$ cat config.mk
export PLATFORM = sky130hd
export DESIGN_NAME = multicycle_control_flat
export DESIGN_NICKNAME = d
export VERILOG_FILES = /design/src/rtl/multicycle_control_pkg.sv /design/src/rtl/multicycle_control_if.sv /design/src/rtl/multicycle_control_output_decode.sv /design/src/rtl/multicycle_control.sv /design/src/flat_wrapper.sv
export SDC_FILE = /design/constraint.sdc
export NUM_CORES = 1
export LEC_CHECK = 0
export ABC_CLOCK_PERIOD_IN_PS = 1200
export CELL_PAD_IN_SITES_DETAIL_PLACEMENT = 0
export CELL_PAD_IN_SITES_GLOBAL_PLACEMENT = 1
export CORE_ASPECT_RATIO = 1.5
export CORE_UTILIZATION = 22
export DETAILED_ROUTE_END_ITERATION = 10
export GPL_TIMING_DRIVEN = 0
export PLACE_DENSITY_LB_ADDON = 0.1
export SLEW_MARGIN = 20
export SYNTH_ARGS = -nofsm -noshare
export SYNTH_HDL_FRONTEND = slang
export SYNTH_SLANG_ARGS = --single-unit
$ cat constraint.sdc
create_clock -name clk -period 1.2 [get_ports clk]
set_input_delay 0.12 -clock clk [delete_from_list [all_inputs] [get_ports clk]]
set_output_delay 0.12 -clock clk [all_outputs]
set_load 0.1 [all_outputs]
$ cat src/rtl/multicycle_control_pkg.sv
// Shared definitions for the multicycle MIPS control FSM and the ALU control decoder.
// CTRL_BNE_EN adds the BRANCHNE state and makes the BNE opcode legal.
package multicycle_control_pkg;

  localparam int unsigned STATE_W  = 4;
  localparam int unsigned OPCODE_W = 6;
  localparam int unsigned ALUOP_W  = 3;
  localparam int unsigned SEL_W    = 2;

  // Instruction opcodes (instruction[31:26])
  localparam logic [OPCODE_W-1:0] R_TYPE = 6'b000000;
  localparam logic [OPCODE_W-1:0] LW     = 6'b100011;
  localparam logic [OPCODE_W-1:0] SW     = 6'b101011;
  localparam logic [OPCODE_W-1:0] BEQ    = 6'b000100;
  localparam logic [OPCODE_W-1:0] BNE    = 6'b000101;
  localparam logic [OPCODE_W-1:0] ADDI   = 6'b001000;
  localparam logic [OPCODE_W-1:0] ORI    = 6'b001101;
  localparam logic [OPCODE_W-1:0] J      = 6'b000010;

  // ALUOp codes; the ALU control decoder decodes these same values
  localparam logic [ALUOP_W-1:0] ALUOP_RTYPE = 3'b111;
  localparam logic [ALUOP_W-1:0] ALUOP_ADDI  = 3'b110;
  localparam logic [ALUOP_W-1:0] ALUOP_ORI   = 3'b101;
  localparam logic [ALUOP_W-1:0] ALUOP_ADD   = 3'b100;
  localparam logic [ALUOP_W-1:0] ALUOP_SUB   = 3'b011;

  localparam logic [SEL_W-1:0] SRCB_REGB     = 2'b00;
  localparam logic [SEL_W-1:0] SRCB_FOUR     = 2'b01;
  localparam logic [SEL_W-1:0] SRCB_IMM      = 2'b10;
  localparam logic [SEL_W-1:0] SRCB_IMM_SHL2 = 2'b11;

  localparam logic [SEL_W-1:0] PCSRC_ALU    = 2'b00;
  localparam logic [SEL_W-1:0] PCSRC_ALUOUT = 2'b01;
  localparam logic [SEL_W-1:0] PCSRC_JUMP   = 2'b10;

  typedef enum logic [STATE_W-1:0] {
    IDLE     = 4'd0,
    FETCH    = 4'd1,
    DECODE   = 4'd2,
    MEMADR   = 4'd3,
    MEMRD    = 4'd4,
    MEMWB    = 4'd5,
    MEMWR    = 4'd6,
    EXEC     = 4'd7,
    ALUWB    = 4'd8,
    BRANCH   = 4'd9,
    ADDIEX   = 4'd10,
    ORIEX    = 4'd11,
    IMMWB    = 4'd12,
`ifdef CTRL_BNE_EN
    BRANCHNE = 4'd14,
`endif
    JUMP     = 4'd13
  } state_t;

  // Full datapath control vector for one cycle
  typedef struct packed {
    logic               pc_write;
    logic               pc_write_cond;
`ifdef CTRL_BNE_EN
    logic               pc_write_cond_ne;
`endif
    logic               iord;
    logic               mem_read;
    logic               mem_write;
    logic               ir_write;
    logic               mem_to_reg;
    logic               reg_dst;
    logic               reg_write;
    logic               alu_src_a;
    logic [SEL_W-1:0]   alu_src_b;
    logic [SEL_W-1:0]   pc_source;
    logic [ALUOP_W-1:0] alu_op;
    logic               illegal_op;
    logic               instr_done;
  } ctrl_t;

  function automatic logic opcode_supported(input logic [OPCODE_W-1:0] op);
    logic ok;
    ok = (op == R_TYPE) || (op == LW) || (op == SW) || (op == BEQ) ||
         (op == ADDI) || (op == ORI) || (op == J);
`ifdef CTRL_BNE_EN
    ok = ok || (op == BNE);
`endif
    return ok;
  endfunction

endpackage

$ cat src/rtl/multicycle_control_if.sv
// Control bus between the multicycle control FSM (master) and the datapath (slave).
// CTRL_BNE_EN adds PCWriteCondNe.
interface multicycle_control_if
  import multicycle_control_pkg::*;
#(
  parameter int unsigned STATE_WIDTH = STATE_W
) ();

  logic [OPCODE_W-1:0]    Opcode;
  logic                   MemReady;
  logic                   PCWrite;
  logic                   PCWriteCond;
`ifdef CTRL_BNE_EN
  logic                   PCWriteCondNe;
`endif
  logic                   IorD;
  logic                   MemRead;
  logic                   MemWrite;
  logic                   IRWrite;
  logic                   MemtoReg;
  logic                   RegDst;
  logic                   RegWrite;
  logic                   ALUSrcA;
  logic [SEL_W-1:0]       ALUSrcB;
  logic [SEL_W-1:0]       PCSource;
  logic [ALUOP_W-1:0]     ALUOp;
  logic                   IllegalOp;
  logic                   InstrDone;
  logic [STATE_WIDTH-1:0] State;

  modport master (
    input  Opcode, MemReady,
    output PCWrite, PCWriteCond,
`ifdef CTRL_BNE_EN
    output PCWriteCondNe,
`endif
    output IorD, MemRead, MemWrite, IRWrite, MemtoReg, RegDst, RegWrite,
    output ALUSrcA, ALUSrcB, PCSource, ALUOp, IllegalOp, InstrDone, State
  );

  modport slave (
    output Opcode, MemReady,
    input  PCWrite, PCWriteCond,
`ifdef CTRL_BNE_EN
    input  PCWriteCondNe,
`endif
    input  IorD, MemRead, MemWrite, IRWrite, MemtoReg, RegDst, RegWrite,
    input  ALUSrcA, ALUSrcB, PCSource, ALUOp, IllegalOp, InstrDone, State
  );

endinterface

$ cat src/rtl/multicycle_control_output_decode.sv
// Combinational state (+MemReady, +Opcode in DECODE) to control-vector table.
// CTRL_BNE_EN adds the BRANCHNE row.
module multicycle_control_output_decode
  import multicycle_control_pkg::*;
(
  input  state_t              state,
  input  logic                mem_ready,
  input  logic [OPCODE_W-1:0] opcode,
  output ctrl_t               ctrl
);

  always_comb begin
    ctrl = '0;
    case (state)
      FETCH: begin
        ctrl.mem_read  = 1'b1;
        ctrl.alu_src_b = SRCB_FOUR;
        ctrl.alu_op    = ALUOP_ADD;
        ctrl.pc_source = PCSRC_ALU;
        // IR and PC only load in the cycle memory actually returns the word
        ctrl.ir_write  = mem_ready;
        ctrl.pc_write  = mem_ready;
      end
      DECODE: begin
        ctrl.alu_src_b  = SRCB_IMM_SHL2;
        ctrl.alu_op     = ALUOP_ADD;
        ctrl.illegal_op = ~opcode_supported(opcode);
      end
      MEMADR: begin
        ctrl.alu_src_a = 1'b1;
        ctrl.alu_src_b = SRCB_IMM;
        ctrl.alu_op    = ALUOP_ADD;
      end
      MEMRD: begin
        ctrl.mem_read = 1'b1;
        ctrl.iord     = 1'b1;
      end
      MEMWB: begin
        ctrl.reg_write  = 1'b1;
        ctrl.mem_to_reg = 1'b1;
        ctrl.instr_done = 1'b1;
      end
      MEMWR: begin
        ctrl.mem_write  = 1'b1;
        ctrl.iord       = 1'b1;
        ctrl.instr_done = mem_ready;
      end
      EXEC: begin
        ctrl.alu_src_a = 1'b1;
        ctrl.alu_src_b = SRCB_REGB;
        ctrl.alu_op    = ALUOP_RTYPE;
      end
      ALUWB: begin
        ctrl.reg_dst    = 1'b1;
        ctrl.reg_write  = 1'b1;
        ctrl.instr_done = 1'b1;
      end
      BRANCH: begin
        ctrl.alu_src_a     = 1'b1;
        ctrl.alu_op        = ALUOP_SUB;
        ctrl.pc_write_cond = 1'b1;
        ctrl.pc_source     = PCSRC_ALUOUT;
        ctrl.instr_done    = 1'b1;
      end
`ifdef CTRL_BNE_EN
      BRANCHNE: begin
        ctrl.alu_src_a        = 1'b1;
        ctrl.alu_op           = ALUOP_SUB;
        ctrl.pc_write_cond_ne = 1'b1;
        ctrl.pc_source        = PCSRC_ALUOUT;
        ctrl.instr_done       = 1'b1;
      end
`endif
      ADDIEX: begin
        ctrl.alu_src_a = 1'b1;
        ctrl.alu_src_b = SRCB_IMM;
        ctrl.alu_op    = ALUOP_ADDI;
      end
      ORIEX: begin
        ctrl.alu_src_a = 1'b1;
        ctrl.alu_src_b = SRCB_IMM;
        ctrl.alu_op    = ALUOP_ORI;
      end
      IMMWB: begin
        ctrl.reg_write  = 1'b1;
        ctrl.instr_done = 1'b1;
      end
      JUMP: begin
        ctrl.pc_write   = 1'b1;
        ctrl.pc_source  = PCSRC_JUMP;
        ctrl.instr_done = 1'b1;
      end
      default: ;
    endcase
  end

endmodule

$ cat src/rtl/multicycle_control.sv
// Main control FSM of the multicycle MIPS datapath: state register and next-state logic.
// Define CTRL_BNE_EN to add BNE support (BRANCHNE state, PCWriteCondNe output).
module multicycle_control
  import multicycle_control_pkg::*;
#(
  parameter int unsigned STATE_WIDTH = STATE_W
) (
  input  logic                 clk,
  input  logic                 reset,
  multicycle_control_if.master bus
);

  state_t state;
  state_t state_nxt;
  ctrl_t  ctrl;

  always_ff @(posedge clk or negedge reset) begin
    if (!reset) state <= IDLE;
    else        state <= state_nxt;
  end

  // Next state; unknown encodings fall back to FETCH
  always_comb begin
    state_nxt = FETCH;
    case (state)
      IDLE:   state_nxt = FETCH;
      FETCH:  state_nxt = bus.MemReady ? DECODE : FETCH;
      DECODE: begin
        case (bus.Opcode)
          R_TYPE:  state_nxt = EXEC;
          LW, SW:  state_nxt = MEMADR;
          BEQ:     state_nxt = BRANCH;
          ADDI:    state_nxt = ADDIEX;
          ORI:     state_nxt = ORIEX;
          J:       state_nxt = JUMP;
`ifdef CTRL_BNE_EN
          BNE:     state_nxt = BRANCHNE;
`endif
          default: state_nxt = FETCH;
        endcase
      end
      MEMADR: state_nxt = (bus.Opcode == LW) ? MEMRD : MEMWR;
      MEMRD:  state_nxt = bus.MemReady ? MEMWB : MEMRD;
      MEMWB:  state_nxt = FETCH;
      MEMWR:  state_nxt = bus.MemReady ? FETCH : MEMWR;
      EXEC:   state_nxt = ALUWB;
      ALUWB:  state_nxt = FETCH;
      BRANCH: state_nxt = FETCH;
`ifdef CTRL_BNE_EN
      BRANCHNE: state_nxt = FETCH;
`endif
      ADDIEX: state_nxt = IMMWB;
      ORIEX:  state_nxt = IMMWB;
      IMMWB:  state_nxt = FETCH;
      JUMP:   state_nxt = FETCH;
      default: state_nxt = FETCH;
    endcase
  end

  multicycle_control_output_decode u_control_output_decode (
    .state     (state),
    .mem_ready (bus.MemReady),
    .opcode    (bus.Opcode),
    .ctrl      (ctrl)
  );

  assign bus.PCWrite       = ctrl.pc_write;
  assign bus.PCWriteCond   = ctrl.pc_write_cond;
`ifdef CTRL_BNE_EN
  assign bus.PCWriteCondNe = ctrl.pc_write_cond_ne;
`endif
  assign bus.IorD          = ctrl.iord;
  assign bus.MemRead       = ctrl.mem_read;
  assign bus.MemWrite      = ctrl.mem_write;
  assign bus.IRWrite       = ctrl.ir_write;
  assign bus.MemtoReg      = ctrl.mem_to_reg;
  assign bus.RegDst        = ctrl.reg_dst;
  assign bus.RegWrite      = ctrl.reg_write;
  assign bus.ALUSrcA       = ctrl.alu_src_a;
  assign bus.ALUSrcB       = ctrl.alu_src_b;
  assign bus.PCSource      = ctrl.pc_source;
  assign bus.ALUOp         = ctrl.alu_op;
  assign bus.IllegalOp     = ctrl.illegal_op;
  assign bus.InstrDone     = ctrl.instr_done;
  assign bus.State         = STATE_WIDTH'(state);

endmodule

$ cat src/flat_wrapper.sv
// flat-port wrapper written by rule: the top's interface ports become plain ports
module multicycle_control_flat import multicycle_control_pkg::*;
#(
  parameter int unsigned STATE_WIDTH = STATE_W
)
  (clk, reset, bus_Opcode, bus_MemReady, bus_PCWrite, bus_PCWriteCond, bus_IorD, bus_MemRead, bus_MemWrite, bus_IRWrite, bus_MemtoReg, bus_RegDst, bus_RegWrite, bus_ALUSrcA, bus_ALUSrcB, bus_PCSource, bus_ALUOp, bus_IllegalOp, bus_InstrDone, bus_State);
  multicycle_control_if #(.STATE_WIDTH(STATE_WIDTH)) bus_i ();
  input  logic clk;
  input  logic reset;
  input wire logic [$bits(bus_i.Opcode)-1:0] bus_Opcode;
  input wire logic [$bits(bus_i.MemReady)-1:0] bus_MemReady;
  output wire logic [$bits(bus_i.PCWrite)-1:0] bus_PCWrite;
  output wire logic [$bits(bus_i.PCWriteCond)-1:0] bus_PCWriteCond;
  output wire logic [$bits(bus_i.IorD)-1:0] bus_IorD;
  output wire logic [$bits(bus_i.MemRead)-1:0] bus_MemRead;
  output wire logic [$bits(bus_i.MemWrite)-1:0] bus_MemWrite;
  output wire logic [$bits(bus_i.IRWrite)-1:0] bus_IRWrite;
  output wire logic [$bits(bus_i.MemtoReg)-1:0] bus_MemtoReg;
  output wire logic [$bits(bus_i.RegDst)-1:0] bus_RegDst;
  output wire logic [$bits(bus_i.RegWrite)-1:0] bus_RegWrite;
  output wire logic [$bits(bus_i.ALUSrcA)-1:0] bus_ALUSrcA;
  output wire logic [$bits(bus_i.ALUSrcB)-1:0] bus_ALUSrcB;
  output wire logic [$bits(bus_i.PCSource)-1:0] bus_PCSource;
  output wire logic [$bits(bus_i.ALUOp)-1:0] bus_ALUOp;
  output wire logic [$bits(bus_i.IllegalOp)-1:0] bus_IllegalOp;
  output wire logic [$bits(bus_i.InstrDone)-1:0] bus_InstrDone;
  output wire logic [$bits(bus_i.State)-1:0] bus_State;
  assign bus_i.Opcode = bus_Opcode;
  assign bus_i.MemReady = bus_MemReady;
  assign bus_PCWrite = bus_i.PCWrite;
  assign bus_PCWriteCond = bus_i.PCWriteCond;
  assign bus_IorD = bus_i.IorD;
  assign bus_MemRead = bus_i.MemRead;
  assign bus_MemWrite = bus_i.MemWrite;
  assign bus_IRWrite = bus_i.IRWrite;
  assign bus_MemtoReg = bus_i.MemtoReg;
  assign bus_RegDst = bus_i.RegDst;
  assign bus_RegWrite = bus_i.RegWrite;
  assign bus_ALUSrcA = bus_i.ALUSrcA;
  assign bus_ALUSrcB = bus_i.ALUSrcB;
  assign bus_PCSource = bus_i.PCSource;
  assign bus_ALUOp = bus_i.ALUOp;
  assign bus_IllegalOp = bus_i.IllegalOp;
  assign bus_InstrDone = bus_i.InstrDone;
  assign bus_State = bus_i.State;
  multicycle_control #(.STATE_WIDTH(STATE_WIDTH)) u_core (.clk(clk), .reset(reset), .bus(bus_i));
endmodule
# --- Yosys cells after proc, flatten, opt, wreduce, memory -nomap -nowiden ---
# Index checks and enable logic that the tools add are counted.
totals:
  in_bits: 9
  elab_cells: 58
  output_inout_bits: 23
  reg_bits: 4
op_classes:
  n_eq_ne: 19
  muxes: 21
  reduce_logical: 16
  n_bitwise: 1
ops:
  columns: ["op", "n"]
  rows:
  - ["one-hot mux 4 bit (7 select lines)", 1]
  - ["== test 4 bit (second input constant)", 6]
  - ["one-hot mux 4 bit (6 select lines)", 1]
  - ["== test 4 x 3 -> 1 bit (second input constant)", 4]
  - ["one-hot mux 3 bit (5 select lines)", 1]
  - ["== test 6 x 4 -> 1 bit (second input constant)", 2]
  - ["== test 6 bit (second input constant)", 2]
  - ["two-way mux 1 bit", 11]
  - ["OR reduction 5 bit", 2]
  - ["OR reduction 3 bit", 3]
  - ["== test 4 x 2 -> 1 bit (second input constant)", 2]
  - ["OR reduction 2 bit", 4]
  - ["== test 6 x 2 -> 1 bit (second input constant)", 1]
  - ["== test 6 x 3 -> 1 bit (second input constant)", 1]
  - ["zero test 6 bit", 1]
  - ["logical OR 1 bit", 6]
  - ["one-hot mux 2 bit (3 select lines)", 1]
  - ["== test 4 x 1 -> 1 bit (second input constant)", 1]
  - ["two-way mux 2 bit", 2]
  - ["one-hot mux 1 bit (2 select lines)", 2]
  - ["one-hot mux 2 bit (2 select lines)", 1]
  - ["two-way mux 3 bit", 1]
  - ["NOT 1 bit", 1]

# --- Longest topological paths before layout ---
depth:
  depth_word: 9
  mapped_depth: 5
  ltp_nobuf: 4

# --- Cells and area by module ---
# Synthesis repeated with hierarchy kept, for this count alone.
unflattened:
  cells_unflattened: 89
  hier_area_um2: 645.6
by_module_without_submodules:
  columns: ["module", "area_each_um2", "instances", "seq_area_each_um2", "cells_per_inst"]
  rows:
  - ["multicycle_control", 340.3, 1, 100.1, 40]
  - ["multicycle_control_output_decode", 305.3, 1, 0.0, 49]

# --- Worst setup path before layout ---
# OpenSTA, ideal clock, no wires.
synth_timing:
  path_type: "flip-flop to output port"
  startpoint: "register u_core.state[0] (netlist: u_core.bus.State[0])"
  endpoint: "output bus_ALUOp[0]"
  t_required_ns: 1.080
  path_slack_ns: -2.447
  arrival_time_ns: 3.527
  n_path_buf: 1
  stages_incl_launch_ff: 3
  path_cell_list: "dfrtp_1 -> buf_2 -> a21boi_0"
synth_between:
  elab_chain_len: 3
  elab_cells_between_ends: 9
  cone_classes: "eq/ne (7); mux (1); reduce/logical (1)"
synth_rtl:
  columns: ["item", "line_no", "rtl"]
  rows:
  - ["start, declared", "multicycle_control.sv:13", "state_t state;"]
  - ["start signal, assigned", "multicycle_control.sv:19", "else state <= state_nxt;"]
  - ["== test 4 x 1 -> 1 bit or == test 4 x 2 -> 1 bit (tied branches)", "multicycle_control_output_decode.sv:14", "case (state)"]
  - ["OR reduction 3 bit (no line)", null, null]
  - ["one-hot mux 3 bit (5 select lines) (*)", "multicycle_control_output_decode.sv:14", null]
  - ["end, declared", "flat_wrapper.sv:24", "output wire logic [$bits(bus_i.ALUOp)-1:0] bus_ALUOp;"]
# Every way passes the cells marked *; elsewhere a longest branch is shown, timed or not.

# --- Final worst setup path ---
layout_timing:
  startpoint: "register u_core.state[2] (netlist: u_core.bus.State[2])"
  endpoint: "output bus_IllegalOp"
layout_between:
  elab_chain_len: 2
layout_rtl:
  columns: ["item", "line_no", "rtl"]
  rows:
  - ["== test 4 x 2 -> 1 bit", "multicycle_control_output_decode.sv:14", null]
  - ["two-way mux 1 bit", "multicycle_control_output_decode.sv:14", null]
  - ["end, declared", "flat_wrapper.sv:25", "output wire logic [$bits(bus_i.IllegalOp)-1:0] bus_IllegalOp;"]
# No other way between the ends.

==> impl_metrics.xml <==
<?xml version="1.0" encoding="UTF-8"?>
<metrics>
  <group name="global_routing">
    <metric name="grt_start_max_net_pins" unit="">11</metric>
    <metric name="grt_use_total" unit="%">18.5</metric>
    <metric name="grt_first_pass_wirelength" unit="mm">3.97</metric>
    <metric name="initial_antenna_violation_count" unit="">0</metric>
    <metric name="globalRoute.totalOverflow" unit="">0</metric>
    <metric name="grt_pass1_vias" unit="">828</metric>
  </group>
  <group name="timing">
    <metric name="fmaxAchievable" unit="GHz">0.617</metric>
    <metric name="setup_viol" unit="">22</metric>
    <metric name="hold_viol_final" unit="">0</metric>
    <metric name="worstMarginPinSlew" unit="ns">0.300</metric>
    <metric name="fin_crit" unit="ns">1.62</metric>
    <metric name="slew_violations" unit="">0</metric>
    <metric name="timing.final.crit_share" unit="%">135</metric>
    <metric name="worst_slack" unit="ns">-0.420</metric>
    <metric name="fin_worst_skew" unit="ns">0.00729</metric>
    <metric name="worst_slew_margin_rel" unit="%">80.1</metric>
    <metric name="rsz0062_at_grt" unit="">yes</metric>
  </group>
  <group name="yosys">
    <metric name="ys.warnings.count" unit="">0</metric>
    <metric name="flip_flop_cell_with_the_highest_count_after_synthesis" unit="">dfrtp_1</metric>
    <metric name="synth_area_in_simple_gates" unit="%">40.4</metric>
    <metric name="syn_avg_cell_area" unit="um^2">6.87</metric>
    <metric name="postSynthRegisterBits" unit="">4</metric>
    <metric name="synthesis.instances" unit="">82</metric>
    <metric name="fraction_of_synthesized_cell_area_in_xor_and_xnor_cells" unit="%">3.11</metric>
    <metric name="synth-adder-area-share" unit="%">0</metric>
    <metric name="synth_edf_count" unit="">0</metric>
    <metric name="syn-cell-area" unit="um^2">563</metric>
    <metric name="main_combinational_cell_family_by_area_after_synthesis" unit="">simple AND/OR/NAND/NOR gates</metric>
    <metric name="post_synth_mux_area_share" unit="%">1.78</metric>
    <metric name="synth_compound_area_share" unit="%">29.1</metric>
    <metric name="ys_types" unit="">33</metric>
    <metric name="async_flop_share" unit="%">100</metric>
    <metric name="synth_seq_area_share" unit="%">17.8</metric>
    <metric name="syn_nets" unit="">91</metric>
  </group>
  <group name="setup_path">
    <metric name="critical_path.slowest_cell" unit="">dfrtp_4</metric>
    <metric name="cp-start-kind" unit="">register</metric>
    <metric name="crit_path_cell_trace" unit="">or2_4 -&gt; a2111oi_4 -&gt; buf_6</metric>
    <metric name="criticalPathCategory" unit="">reg -&gt; out</metric>
    <metric name="cpPeakStageDelay" unit="ns">0.50</metric>
    <metric name="crit_path_max_fanout" unit="">6</metric>
    <metric name="critPathRequiredTime" unit="ns">1.08</metric>
    <metric name="timing.critical_path.to_type" unit="">output port</metric>
    <metric name="critical_path_arrival" unit="ns">1.50</metric>
  </group>
  <group name="routing">
    <metric name="m1WireLength" unit="um">857</metric>
    <metric name="via_count" unit="">806</metric>
    <metric name="routed_wirelength" unit="mm">2.39</metric>
    <metric name="detail_route.vias_per_cell" unit="">5.17</metric>
    <metric name="final_antenna_net_count" unit="">0</metric>
    <metric name="highest_layer" unit="">met4</metric>
    <metric name="detailroute.wirelength.met2" unit="mm">1.47</metric>
    <metric name="drt_iter0_drc" unit="">6</metric>
    <metric name="router_iterations_before_antenna_repair" unit="">4</metric>
    <metric name="routed-wl-met3" unit="um">41</metric>
    <metric name="drcViolationCount" unit="">0</metric>
    <metric name="avg_wl_per_cell" unit="um">15.3</metric>
  </group>
  <group name="cells_and_area">
    <metric name="finish.net_count" unit="">143</metric>
    <metric name="antenna-diode-count" unit="">0</metric>
    <metric name="fillerInstances" unit="">188</metric>
    <metric name="postLayoutCellArea" unit="um^2">1660</metric>
    <metric name="post_route_cells_drive_above_1_share" unit="%">74.2</metric>
    <metric name="multiInputGateArea" unit="um^2">758</metric>
    <metric name="area_of_all_sequential_standard_cells" unit="um^2">115</metric>
    <metric name="syn_to_final_growth" unit="%">195</metric>
    <metric name="most_frequent_cells_in_the_layout" unit="">buf_12 (22), nor2_4 (12), buf_4 (12)</metric>
    <metric name="layout_commonest_cell" unit="">buf_12</metric>
    <metric name="max_ffs_per_register" unit="">4</metric>
  </group>
  <group name="clock_tree">
    <metric name="clk_pin_slew" unit="ns">0.04</metric>
    <metric name="clock_tree.root_cell" unit="">clkbuf_4</metric>
    <metric name="cts_sinks" unit="">4</metric>
    <metric name="clk_path_buf_depth" unit="">2</metric>
    <metric name="cts_tree" unit="">yes</metric>
    <metric name="cts_inserted_buffers" unit="">3</metric>
    <metric name="worstSkewPairLatency" unit="ns">0.23</metric>
    <metric name="htree_levels" unit="">1</metric>
    <metric name="postCtsHoldBufs" unit="">0</metric>
  </group>
  <group name="floorplanning">
    <metric name="design.die.area" unit="um^2">2770</metric>
    <metric name="rows" unit="">22</metric>
    <metric name="num_io_pins" unit="">32</metric>
    <metric name="floorplan.initialDensity" unit="%">23.2</metric>
    <metric name="dieHeight" unit="um">64.0</metric>
    <metric name="core-area" unit="um^2">2420</metric>
    <metric name="die_w" unit="um">43.3</metric>
  </group>
  <group name="placement">
    <metric name="placement.cell_area" unit="um^2">1160</metric>
    <metric name="post-dp-hpwl" unit="mm">1.62</metric>
    <metric name="io_buffer_count" unit="">31</metric>
    <metric name="place_congestion" unit="">0.721</metric>
  </group>
  <group name="job">
    <metric name="cap_violations" unit="">0</metric>
  </group>
  <group name="status">
    <metric name="violations_in_the_final_reports" unit="">setup timing</metric>
    <metric name="status" unit="">complete, but fails checks</metric>
  </group>
  <group name="hold_path">
    <metric name="holdCritPathClass" unit="">in -&gt; async</metric>
  </group>
</metrics>
[area by class of cell]
| class | count | area share, % |
|---|---|---|
| timing repair buffer | 47 | 37.9 |
| buffer | 5 | 5.20 |
| sequential | 4 | 6.93 |
| inverter | 3 | 1.13 |
| clock buffer | 3 | 1.36 |
| tap | 24 | 1.81 |
| multi-input combinational | 70 | 45.7 |
[worst max-delay path, delay by kind of cell (launching register included)]
family / cells / cell delay, ns
flops: 1 / 0.50
simple gates: 1 / 0.29
buf+inv: 1 / 0.27
compound gates: 1 / 0.20
[synth_stat cells (all sizes together), types with 3 or more instances]
cell / number / share of area, %
nor2b: 4 / 4.4
nand2: 5 / 3.3
o22ai: 4 / 4.4
buf: 5 / 5.8
nor2: 18 / 12
dfrtp: 4 / 18
nor3: 4 / 3.6
a21oi: 4 / 3.6
inv: 3 / 2.0
o21ai: 4 / 4.2
nand2b: 3 / 3.3
nand3: 3 / 2.7
[through the flow]
stage / worst slack, ns / hold slack [ns] / setup TNS (ns) / utilization, % / instances
floorplan: -1.01 / -0.176 / -12.47 / - / 82
global placement: -1.48 / 0.328 / -25.14 / 47.7 / 137
detailed placement: -1.48 / 0.339 / -25.12 / 47.7 / 137
CTS: -0.427 / 0.0894 / -7.17 / 65.5 / 152
global route: -0.452 / 0.0981 / -8.12 / 68.5 / 156
finish: -0.420 / 0.0854 / -7.03 / 68.5 / 156
[routing by layer]
layer,GRT usage (%),vias up
li1,-,397
met1,20.7,388
met2,35.6,19
met3,2.54,2
met4,3.41,0
met5,0,-
[what timing repair did]
| item | 4_1_cts | 5_1_grt |
|---|---|---|
| gates cloned | 0 | 0 |
| endpoints found under the setup margin | 27 | 24 |
| resized for setup | 235 | 10 |
| buffers inserted | 12 | 4 |
| pin swaps | 15 | 6 |
| hold endpoints to repair | 0 | 0 |
[kinds of logic (layout without fill, tap and decap cells)]
logic type,count (synthesis),count (layout)
DFF,4,4
AOI/OAI and AO/OA,22,22
muxes,1,1
xor gates and xnor gates,2,2
and+or+nand+nor,45,45
buffers and inverters,8,58
[path summary, 6_finish.rpt]
path | start | end | slack, ns | cells after the start
setup / recovery | u_core.bus.State[2] | bus_IllegalOp | -0.42 | 3
hold / removal | reset | u_core.bus.State[0] | 0.09 | 1
setup reg to reg | u_core.bus.State[2] | u_core.bus.State[1] | -0.36 | 5
hold reg to reg | u_core.bus.State[2] | u_core.bus.State[0] | 0.78 | 2
max in group asynchronous | reset | u_core.bus.State[1] | 0.92 | 1
min in group clk | bus_Opcode[4] | u_core.bus.State[1] | 0.33 | 2
Power is left out: the tool's default activity adds up to more than one toggle a clock period on the data nets, which glitch-free logic cannot reach.
